[src/rtl/vga_timing_pkg.sv]
// Shared timing constants and helpers for the VGA raster generator.
// Holds the standard mode tables and the porch-to-sync arithmetic used by the top level.
package vga_timing_pkg;

    typedef struct packed {
        int h_active;
        int h_fp;
        int h_sync;
        int h_bp;
        int v_active;
        int v_fp;
        int v_sync;
        int v_bp;
        bit h_pol;
        bit v_pol;
    } vga_mode_t;

    // 640x480@60, 25 MHz pixel clock, both syncs active-low.
    localparam vga_mode_t MODE_640X480 = '{
        h_active: 640, h_fp: 16, h_sync: 96, h_bp: 48,
        v_active: 480, v_fp: 10, v_sync: 2,  v_bp: 33,
        h_pol: 1'b0, v_pol: 1'b0
    };

    // 800x600@60, 40 MHz pixel clock, both syncs active-high.
    localparam vga_mode_t MODE_800X600 = '{
        h_active: 800, h_fp: 40, h_sync: 128, h_bp: 88,
        v_active: 600, v_fp: 1,  v_sync: 4,   v_bp: 23,
        h_pol: 1'b1, v_pol: 1'b1
    };

    typedef struct packed {
        int total;
        int sync_start;
        int sync_end;
    } axis_timing_t;

    // Sync occupies [sync_start, sync_end) on the axis count, after active + front porch.
    function automatic axis_timing_t axis_timing(input int active, input int fp,
                                                 input int sync, input int bp);
        axis_timing_t t;
        t.total      = active + fp + sync + bp;
        t.sync_start = active + fp;
        t.sync_end   = active + fp + sync;
        return t;
    endfunction

endpackage

[src/rtl/vga_timing_if.sv]
// Raster output bundle from the timing generator to renderers and the VGA pins.
interface vga_timing_if #(
    parameter int CW = 10
);
    logic          hsync;
    logic          vsync;
    logic [CW-1:0] x;
    logic [CW-1:0] y;
    logic          video_on;
    logic          line_start;
    logic          frame_start;
    logic          vblank;

    modport master (
        output hsync, vsync, x, y, video_on, line_start, frame_start, vblank
    );

    modport slave (
        input hsync, vsync, x, y, video_on, line_start, frame_start, vblank
    );
endinterface

[src/rtl/vga_axis_counter.sv]
// Wrapping 0..TOTAL-1 counter; wrap is the combinational carry for the cycle it rolls over.
module vga_axis_counter #(
    parameter int TOTAL = 800,
    parameter int CW    = 10
) (
    input  logic          clk25,
    input  logic          rst_n,
    input  logic          inc,
    output logic [CW-1:0] cnt,
    output logic          wrap
);
    localparam logic [CW-1:0] LAST = CW'(TOTAL - 1);

    logic [CW-1:0] cnt_q;
    logic [CW-1:0] cnt_d;

    always_comb begin
        cnt_d = cnt_q;
        if (inc) begin
            cnt_d = (cnt_q == LAST) ? '0 : cnt_q + CW'(1);
        end
    end

    always_ff @(posedge clk25) begin
        if (!rst_n) begin
            cnt_q <= '0;
        end else begin
            cnt_q <= cnt_d;
        end
    end

    assign cnt  = cnt_q;
    assign wrap = inc && (cnt_q == LAST);
endmodule

[src/rtl/vga_timing_gen.sv]
// Parametrised VGA raster timing generator: two axis counters, sync/active decode,
// and one output register stage so every output carries the same counter state.
module vga_timing_gen
    import vga_timing_pkg::*;
#(
    parameter int H_ACTIVE = MODE_640X480.h_active,
    parameter int H_FP     = MODE_640X480.h_fp,
    parameter int H_SYNC   = MODE_640X480.h_sync,
    parameter int H_BP     = MODE_640X480.h_bp,
    parameter int V_ACTIVE = MODE_640X480.v_active,
    parameter int V_FP     = MODE_640X480.v_fp,
    parameter int V_SYNC   = MODE_640X480.v_sync,
    parameter int V_BP     = MODE_640X480.v_bp,
    parameter bit H_POL    = MODE_640X480.h_pol,
    parameter bit V_POL    = MODE_640X480.v_pol,
    parameter int CW       = 10
) (
    input  logic         clk25,
    input  logic         rst_n,
    input  logic         en,
    vga_timing_if.master vga
);
    localparam axis_timing_t HT = axis_timing(H_ACTIVE, H_FP, H_SYNC, H_BP);
    localparam axis_timing_t VT = axis_timing(V_ACTIVE, V_FP, V_SYNC, V_BP);

    localparam logic [CW-1:0] H_ACT_C  = CW'(H_ACTIVE);
    localparam logic [CW-1:0] V_ACT_C  = CW'(V_ACTIVE);
    localparam logic [CW-1:0] HS_START = CW'(HT.sync_start);
    localparam logic [CW-1:0] HS_END   = CW'(HT.sync_end);
    localparam logic [CW-1:0] VS_START = CW'(VT.sync_start);
    localparam logic [CW-1:0] VS_END   = CW'(VT.sync_end);

    logic [CW-1:0] hc;
    logic [CW-1:0] vc;
    logic          h_wrap;
    logic          v_wrap;

    vga_axis_counter #(.TOTAL(HT.total), .CW(CW)) u_h_cnt (
        .clk25 (clk25),
        .rst_n (rst_n),
        .inc   (en),
        .cnt   (hc),
        .wrap  (h_wrap)
    );

    vga_axis_counter #(.TOTAL(VT.total), .CW(CW)) u_v_cnt (
        .clk25 (clk25),
        .rst_n (rst_n),
        .inc   (en & h_wrap),
        .cnt   (vc),
        .wrap  (v_wrap)
    );

    logic hsync_d, vsync_d, video_on_d, line_start_d, frame_start_d, vblank_d;
    logic hsync_q, vsync_q, video_on_q, line_start_q, frame_start_q, vblank_q;
    logic [CW-1:0] x_q;
    logic [CW-1:0] y_q;

    // Decode from the pre-increment counters; the register stage below aligns them with x/y.
    always_comb begin
        hsync_d       = ((hc >= HS_START) && (hc < HS_END)) ? H_POL : ~H_POL;
        vsync_d       = ((vc >= VS_START) && (vc < VS_END)) ? V_POL : ~V_POL;
        video_on_d    = (hc < H_ACT_C) && (vc < V_ACT_C);
        line_start_d  = (hc == '0);
        frame_start_d = (hc == '0) && (vc == '0);
        vblank_d      = (vc >= V_ACT_C);
    end

    always_ff @(posedge clk25) begin
        if (!rst_n) begin
            hsync_q       <= ~H_POL;
            vsync_q       <= ~V_POL;
            x_q           <= '0;
            y_q           <= '0;
            video_on_q    <= 1'b0;
            line_start_q  <= 1'b0;
            frame_start_q <= 1'b0;
            vblank_q      <= 1'b0;
        end else if (en) begin
            hsync_q       <= hsync_d;
            vsync_q       <= vsync_d;
            x_q           <= hc;
            y_q           <= vc;
            video_on_q    <= video_on_d;
            line_start_q  <= line_start_d;
            frame_start_q <= frame_start_d;
            vblank_q      <= vblank_d;
        end else begin
            // Levels hold while paused; strobes drop so a held position never re-fires.
            line_start_q  <= 1'b0;
            frame_start_q <= 1'b0;
        end
    end

    assign vga.hsync       = hsync_q;
    assign vga.vsync       = vsync_q;
    assign vga.x           = x_q;
    assign vga.y           = y_q;
    assign vga.video_on    = video_on_q;
    assign vga.line_start  = line_start_q;
    assign vga.frame_start = frame_start_q;
    assign vga.vblank      = vblank_q;

    logic unused_v_wrap;
    assign unused_v_wrap = v_wrap;
endmodule

[src/flat_wrapper.sv]
// flat-port wrapper written by rule: the top's interface ports become plain ports
module vga_timing_gen_flat import vga_timing_pkg::*;
#(
    parameter int H_ACTIVE = MODE_640X480.h_active,
    parameter int H_FP     = MODE_640X480.h_fp,
    parameter int H_SYNC   = MODE_640X480.h_sync,
    parameter int H_BP     = MODE_640X480.h_bp,
    parameter int V_ACTIVE = MODE_640X480.v_active,
    parameter int V_FP     = MODE_640X480.v_fp,
    parameter int V_SYNC   = MODE_640X480.v_sync,
    parameter int V_BP     = MODE_640X480.v_bp,
    parameter bit H_POL    = MODE_640X480.h_pol,
    parameter bit V_POL    = MODE_640X480.v_pol,
    parameter int CW       = 10
)
  (clk25, rst_n, en, vga_hsync, vga_vsync, vga_x, vga_y, vga_video_on, vga_line_start, vga_frame_start, vga_vblank);
  vga_timing_if #(.CW(CW)) vga_i ();
  input  logic clk25;
  input  logic rst_n;
  input  logic en;
  output wire logic [$bits(vga_i.hsync)-1:0] vga_hsync;
  output wire logic [$bits(vga_i.vsync)-1:0] vga_vsync;
  output wire logic [$bits(vga_i.x)-1:0] vga_x;
  output wire logic [$bits(vga_i.y)-1:0] vga_y;
  output wire logic [$bits(vga_i.video_on)-1:0] vga_video_on;
  output wire logic [$bits(vga_i.line_start)-1:0] vga_line_start;
  output wire logic [$bits(vga_i.frame_start)-1:0] vga_frame_start;
  output wire logic [$bits(vga_i.vblank)-1:0] vga_vblank;
  assign vga_hsync = vga_i.hsync;
  assign vga_vsync = vga_i.vsync;
  assign vga_x = vga_i.x;
  assign vga_y = vga_i.y;
  assign vga_video_on = vga_i.video_on;
  assign vga_line_start = vga_i.line_start;
  assign vga_frame_start = vga_i.frame_start;
  assign vga_vblank = vga_i.vblank;
  vga_timing_gen #(.H_ACTIVE(H_ACTIVE), .H_FP(H_FP), .H_SYNC(H_SYNC), .H_BP(H_BP), .V_ACTIVE(V_ACTIVE), .V_FP(V_FP), .V_SYNC(V_SYNC), .V_BP(V_BP), .H_POL(H_POL), .V_POL(V_POL), .CW(CW)) u_core (.clk25(clk25), .rst_n(rst_n), .en(en), .vga(vga_i));
endmodule
[config.mk]
export PLATFORM = sky130hd
export DESIGN_NAME = vga_timing_gen_flat
export DESIGN_NICKNAME = d
export VERILOG_FILES = /design/src/rtl/vga_timing_pkg.sv /design/src/rtl/vga_timing_if.sv /design/src/rtl/vga_axis_counter.sv /design/src/rtl/vga_timing_gen.sv /design/src/flat_wrapper.sv
export SDC_FILE = /design/constraint.sdc
export NUM_CORES = 1
export LEC_CHECK = 0
export CORE_MARGIN = 2
export CORE_UTILIZATION = 35
export CTS_BUF_LIST = sky130_fd_sc_hd__clkbuf_2 sky130_fd_sc_hd__clkbuf_4 sky130_fd_sc_hd__clkbuf_8
export CTS_CLUSTER_DIAMETER = 120
export DETAILED_ROUTE_END_ITERATION = 16
export PLACE_DENSITY = 0.68
export SLEW_MARGIN = 20
export SYNTH_ARGS = -nofsm -noshare
export SYNTH_HDL_FRONTEND = slang
export SYNTH_SLANG_ARGS = --single-unit
[constraint.sdc]
create_clock -name clk25 -period 2 [get_ports clk25]
set_input_delay 0.2 -clock clk25 [delete_from_list [all_inputs] [get_ports clk25]]
set_output_delay 0.2 -clock clk25 [all_outputs]
set_load 0.02 [all_outputs]
After elaboration in Yosys (flattened, before gate mapping)

Cells that the tools add are included.

Logic and storage cells: 34
Output and inout bits: 26
Register bits: 46

Mux-type cells: 4
Reductions and logical operators: 8
Eq/ne operators: 2
Add/sub/neg operators: 2
Order comparisons: 7
Bitwise logic cells: 1

Operator list:

| operator                                                            | count |
|---|---|
| adder 10 x 1 -> 10 bit (second input constant)                      | 2 |
| == test 10 bit (second input constant)                              | 2 |
| greater-or-equal comparator 10 x 9 -> 1 bit (second input constant) | 2 |
| zero test 10 bit                                                    | 2 |
| < comparator 10 bit (second input constant)                         | 2 |
| < comparator 10 x 9 -> 1 bit (second input constant)                | 2 |
| 2-to-1 mux 10 bit                                                   | 2 |
| greater-or-equal comparator 10 bit (second input constant)          | 1 |
| logical AND 1 bit                                                   | 5 |
| 2-to-1 mux 1 bit                                                    | 2 |
| AND reduction 2 bit                                                 | 1 |
| bitwise AND 1 bit                                                   | 1 |

Logic depth before layout (Yosys ltp)

Depth in word-level cells: 3
Depth in mapped cells: 6

Hierarchy

A second synthesis with hierarchy kept.

Cell total of the unflattened synthesis: 204
Area total of the unflattened synthesis: 2,040.7 um2

By module, submodules not included:

| module                             | times used | area an instance (um2) | cells each |
|---|---|---|---|
| vga_timing_gen                     | 1          | 1,046.0                | 97 |
| vga_axis_counter at u_core.u_v_cnt | 1          | 498.0                  | 53 |
| vga_axis_counter at u_core.u_h_cnt | 1          | 496.7                  | 54 |

Least setup slack after synthesis

OpenSTA, ideal clock, no wires.

Kind: flip-flop to flip-flop
Start: register u_core.u_h_cnt.cnt_q[0], in the netlist u_core.u_h_cnt.cnt[0]
End: register u_core.u_v_cnt.cnt_q[4], in the netlist u_core.u_v_cnt.cnt[4]
Data arrival time: 1,858 ps
Stages on the path, launching flop included: 7
Setup slack: 72 ps
Cell sequence: dfxtp_1 ha_1 nand4bb_2 or3_1 buf_2 or4b_1 a21boi_1

Longest elaborated chain between the ends: 3

Ends and longest elaborated chain:

| item                   | line                   | source |
|---|---|---|
| from (decl)            | vga_axis_counter.sv:14 | `logic [CW-1:0] cnt_q;` |
| from (signal assigned) | vga_axis_counter.sv:28 | `cnt_q <= cnt_d;` |
| == test 10 bit         | vga_axis_counter.sv:33 | `assign wrap = inc && (cnt_q == LAST);` |
| logical AND 1 bit      | vga_axis_counter.sv:33 |  |
| bitwise AND 1 bit      | vga_timing_gen.sv:49   | `.inc (en & h_wrap),` |
| to (signal assigned)   | vga_axis_counter.sv:28 |  |
| to (decl)              | vga_axis_counter.sv:14 |  |

Every way passes these cells.
A chain may end at the register's enable or synchronous reset.

Worst setup path in the final report

Start: register u_core.u_h_cnt.cnt_q[8], in the netlist u_core.u_h_cnt.cnt[8]
End: register u_core.u_v_cnt.cnt_q[8], in the netlist u_core.u_v_cnt.cnt[8]

The elaborated chain is that of the path after synthesis.

==> flow_summary.yaml <==
clocking:
  clk_latency_ps: 310
  htreeDepth: 2
  cts.sinks: 46
  cts-root-buf: "clkbuf_8"
  clkSlewWorstSetupHoldPaths_ps: 90
  cts_buffers: 5
  cts_buffer_depth: 2
  cts_tree: "yes"
synth:
  yosysUniqueCellTypes: 38
  synth_top_cell_area_share_pct: 44.93
  yosys_warnings: 0
  synth_seq_cells: 46
  syn_area_per_cell_sq_um: 9.358
  synth_cells: 219
  synth-seq-area-share_pct: 44.93
  yosysTopAreaCell: "dfxtp_1"
  synth_enable_flop_cells: 0
  syn-cell-area_sq_um: 2049
  synth_ff_type: "dfxtp_1"
  synth_async_sr_flop_share_pct: 0
  synth_nets: 226
  ys_top_cells_by_area: "dfxtp_1, mux2i_1, nor2b_1"
status:
  status: "completed"
drt:
  ant_nets: 0
  vias: 1672
  wl_per_cell_microns: 13.41
  dr.pass1.iters: 5
  finalWirelength_microns: 4466
  drtIter0Drc: 119
  via_per_inst: 5.021
  drt_drc_violations_left: 0
worst_setup_path:
  crit_chain: "nand4b_4 > or4_1 > or4_1 > a21oi_1"
  crit_path_max_fanout: 7
  worst_path_max_delay_cell: "or4_1"
  startpoint_type: "register"
  critPathKind: "register to register"
  r2r_setup_slack_ps: 140
  cp_common_cell: "or4_1"
  crit_arrival_ps: 2090
  endpoint_kind: "register"
  worstPathRequired_ps: 2240
  slowest_delay_ps: 510
sta:
  hold_slack_ps: 475.2
  rsz0062_at_grt: "no"
  finalSetupTns_ps: 0
  finalWorstSetupSlack_ps: 144.9
  fmax_mhz: 539.1
  worst_pin_slew_ps: 386.5
  finalSetupViolCount: 0
  period_needed_ps: 1855
  slew_headroom_pct: 73.99
  final-hold-violation-count: 0
  fin_crit_sh_pct: 92.76
  skew_ps: 10.61
  finalMaxSlewViolations: 0
place:
  placed_cells: 325
  dpl.hpwl_microns: 3060
  dpl-instance-area_sq_um: 2509
  gp_congestion: 0.8384
  pre_cts_ws_ps: 64.77
  portBuffers: 28
global_routing:
  grt_max_degree: 38
  grt_pass1_vias: 1590
  grt_pass1_wl_microns: 7617
  antenna_found_initial: 0
  overflow: 0
  grt_usage_pct: 15.24
power_and_ir_drop:
  powerDensity_nw_per_um2: 660.9
  total_power_mw: 1.746
  leakage_nw: 1.025
  ir_worst_vdd_mv: 0.3486
final_layout:
  postLayoutCoreUtil_pct: 47.39
  antenna-diode-count: 0
  syn_to_final_growth_pct: 28.88
  layoutNonFillerInstCount: 333
  fin_nets: 267
  design_area_sq_um: 2641
  final-seq-area_sq_um: 922.1
  drive_gt1_share_pct: 12.26
  multiInputGateArea_sq_um: 1066
  fillers: 533
die:
  fp.dieW_microns: 80.52
  die_area_sq_um: 6483
  rows: 27
  start_util_pct: 36.77
  io_pins: 29
  core_sq_um: 5574
  die_h_microns: 80.52
min_path:
  hold_class: "register to register"
flow_run:
  maxCapViolCount: 0
sequential cells by signal, summed over array words and instances (netlist names):
name,count
u_core.u_v_cnt.cnt,10
u_core.vga.vblank,1
u_core.vga.line_start,1
u_core.u_h_cnt.cnt,10
u_core.vga.video_on,1
u_core.vga.frame_start,1
u_core.vga.x,10
u_core.vga.hsync,1
u_core.vga.y,10
u_core.vga.vsync,1
layout by cell type, fill, tap and decap left out, types with 4 or more instances in the layout:
| cell type | count |
|---|---|
| buf_4 | 19 |
| clkbuf_8 | 5 |
| clkdlybuf4s50_1 | 28 |
| dfxtp_1 | 45 |
| ha_1 | 4 |
| inv_1 | 7 |
| mux2i_1 | 21 |
| nand2_1 | 17 |
| nand3_1 | 9 |
| nand4_1 | 7 |
| nor2_1 | 16 |
| nor2b_1 | 20 |
| nor3_1 | 4 |
| o21ai_0 | 7 |
| or4_1 | 5 |
| xor2_1 | 8 |
report_power, final:
part / internal [mW] / switching, mW / leakage, nW
clock network: 0.372 / 0.336 / 0.0504
logic: 0.0514 / 0.0566 / 0.602
registers: 0.925 / 0.00451 / 0.372
total: 1.35 / 0.397 / 1.02
synth_stat cells (all sizes together) (4+ instances only):
library cell / n
nor3: 4
nor4: 5
nor2: 16
inv: 7
o21ai: 7
or4: 5
nand2: 17
dfxtp: 46
clkbuf: 8
nand4: 7
mux2i: 21
xor2: 8
ha: 4
buf: 5
nor2b: 20
nand3: 9
timing repair:
action | 4_1_cts | 5_1_grt
endpoints found under the setup margin | 0 | 3
hold buffers | 0 | 0
gates resized for setup | 0 | 3
buffers inserted | 0 | 0
layout make-up:
cell class | count | area share, %
Clock buffer | 5 | 2.605
Clock inverter | 3 | 1.705
Inverter | 7 | 0.9948
Multi-Input combinational cell | 153 | 40.36
Sequential cell | 46 | 34.91
Tap cell | 72 | 3.411
Timing Repair Buffer | 47 | 16.01
cells by family (layout without fill, tap and decap cells):
kind of cell | Yosys count | count (layout) | share of synthesized area (%)
AO/OA/AOI/OAI | 19 | 19 | 5.922
adder cells (fa/ha/maj) | 4 | 4 | 2.442
AND/OR/NAND/NOR | 98 | 98 | 27.84
XOR/XNOR | 11 | 11 | 4.701
buffers and inverters | 20 | 62 | 3.907
multiplexers | 21 | 21 | 10.26
flip-flops | 46 | 46 | 44.93
path summary, 6_finish.rpt:
kind,start,end,cells past startpoint
worst max register to register,u_core.u_h_cnt.cnt[8],u_core.u_v_cnt.cnt[8],4
worst min-delay path,u_core.vga.video_on,u_core.vga.video_on,2
worst min register to register,u_core.vga.video_on,u_core.vga.video_on,2
worst max-delay path,u_core.u_h_cnt.cnt[8],u_core.u_v_cnt.cnt[8],4
critical path, delay by kind of cell, from the launching register on:
family | cells | cell delay, ps
simple gates | 3 | 1120
flops | 1 | 500
compound gates | 1 | 160
metal layers:
metal  track usage (%)  vias up  part of all wire, %  wire, microns
met2             21.67       51                   44           1967
met4             7.288        0                  1.5             68
met5                 0        -                    0              0
met3             2.921        6                  5.9            264
li1                  -      841                    -              -
met1             21.86      774                   48           2166
No activity file was read; power rests on OpenSTA's default activity.
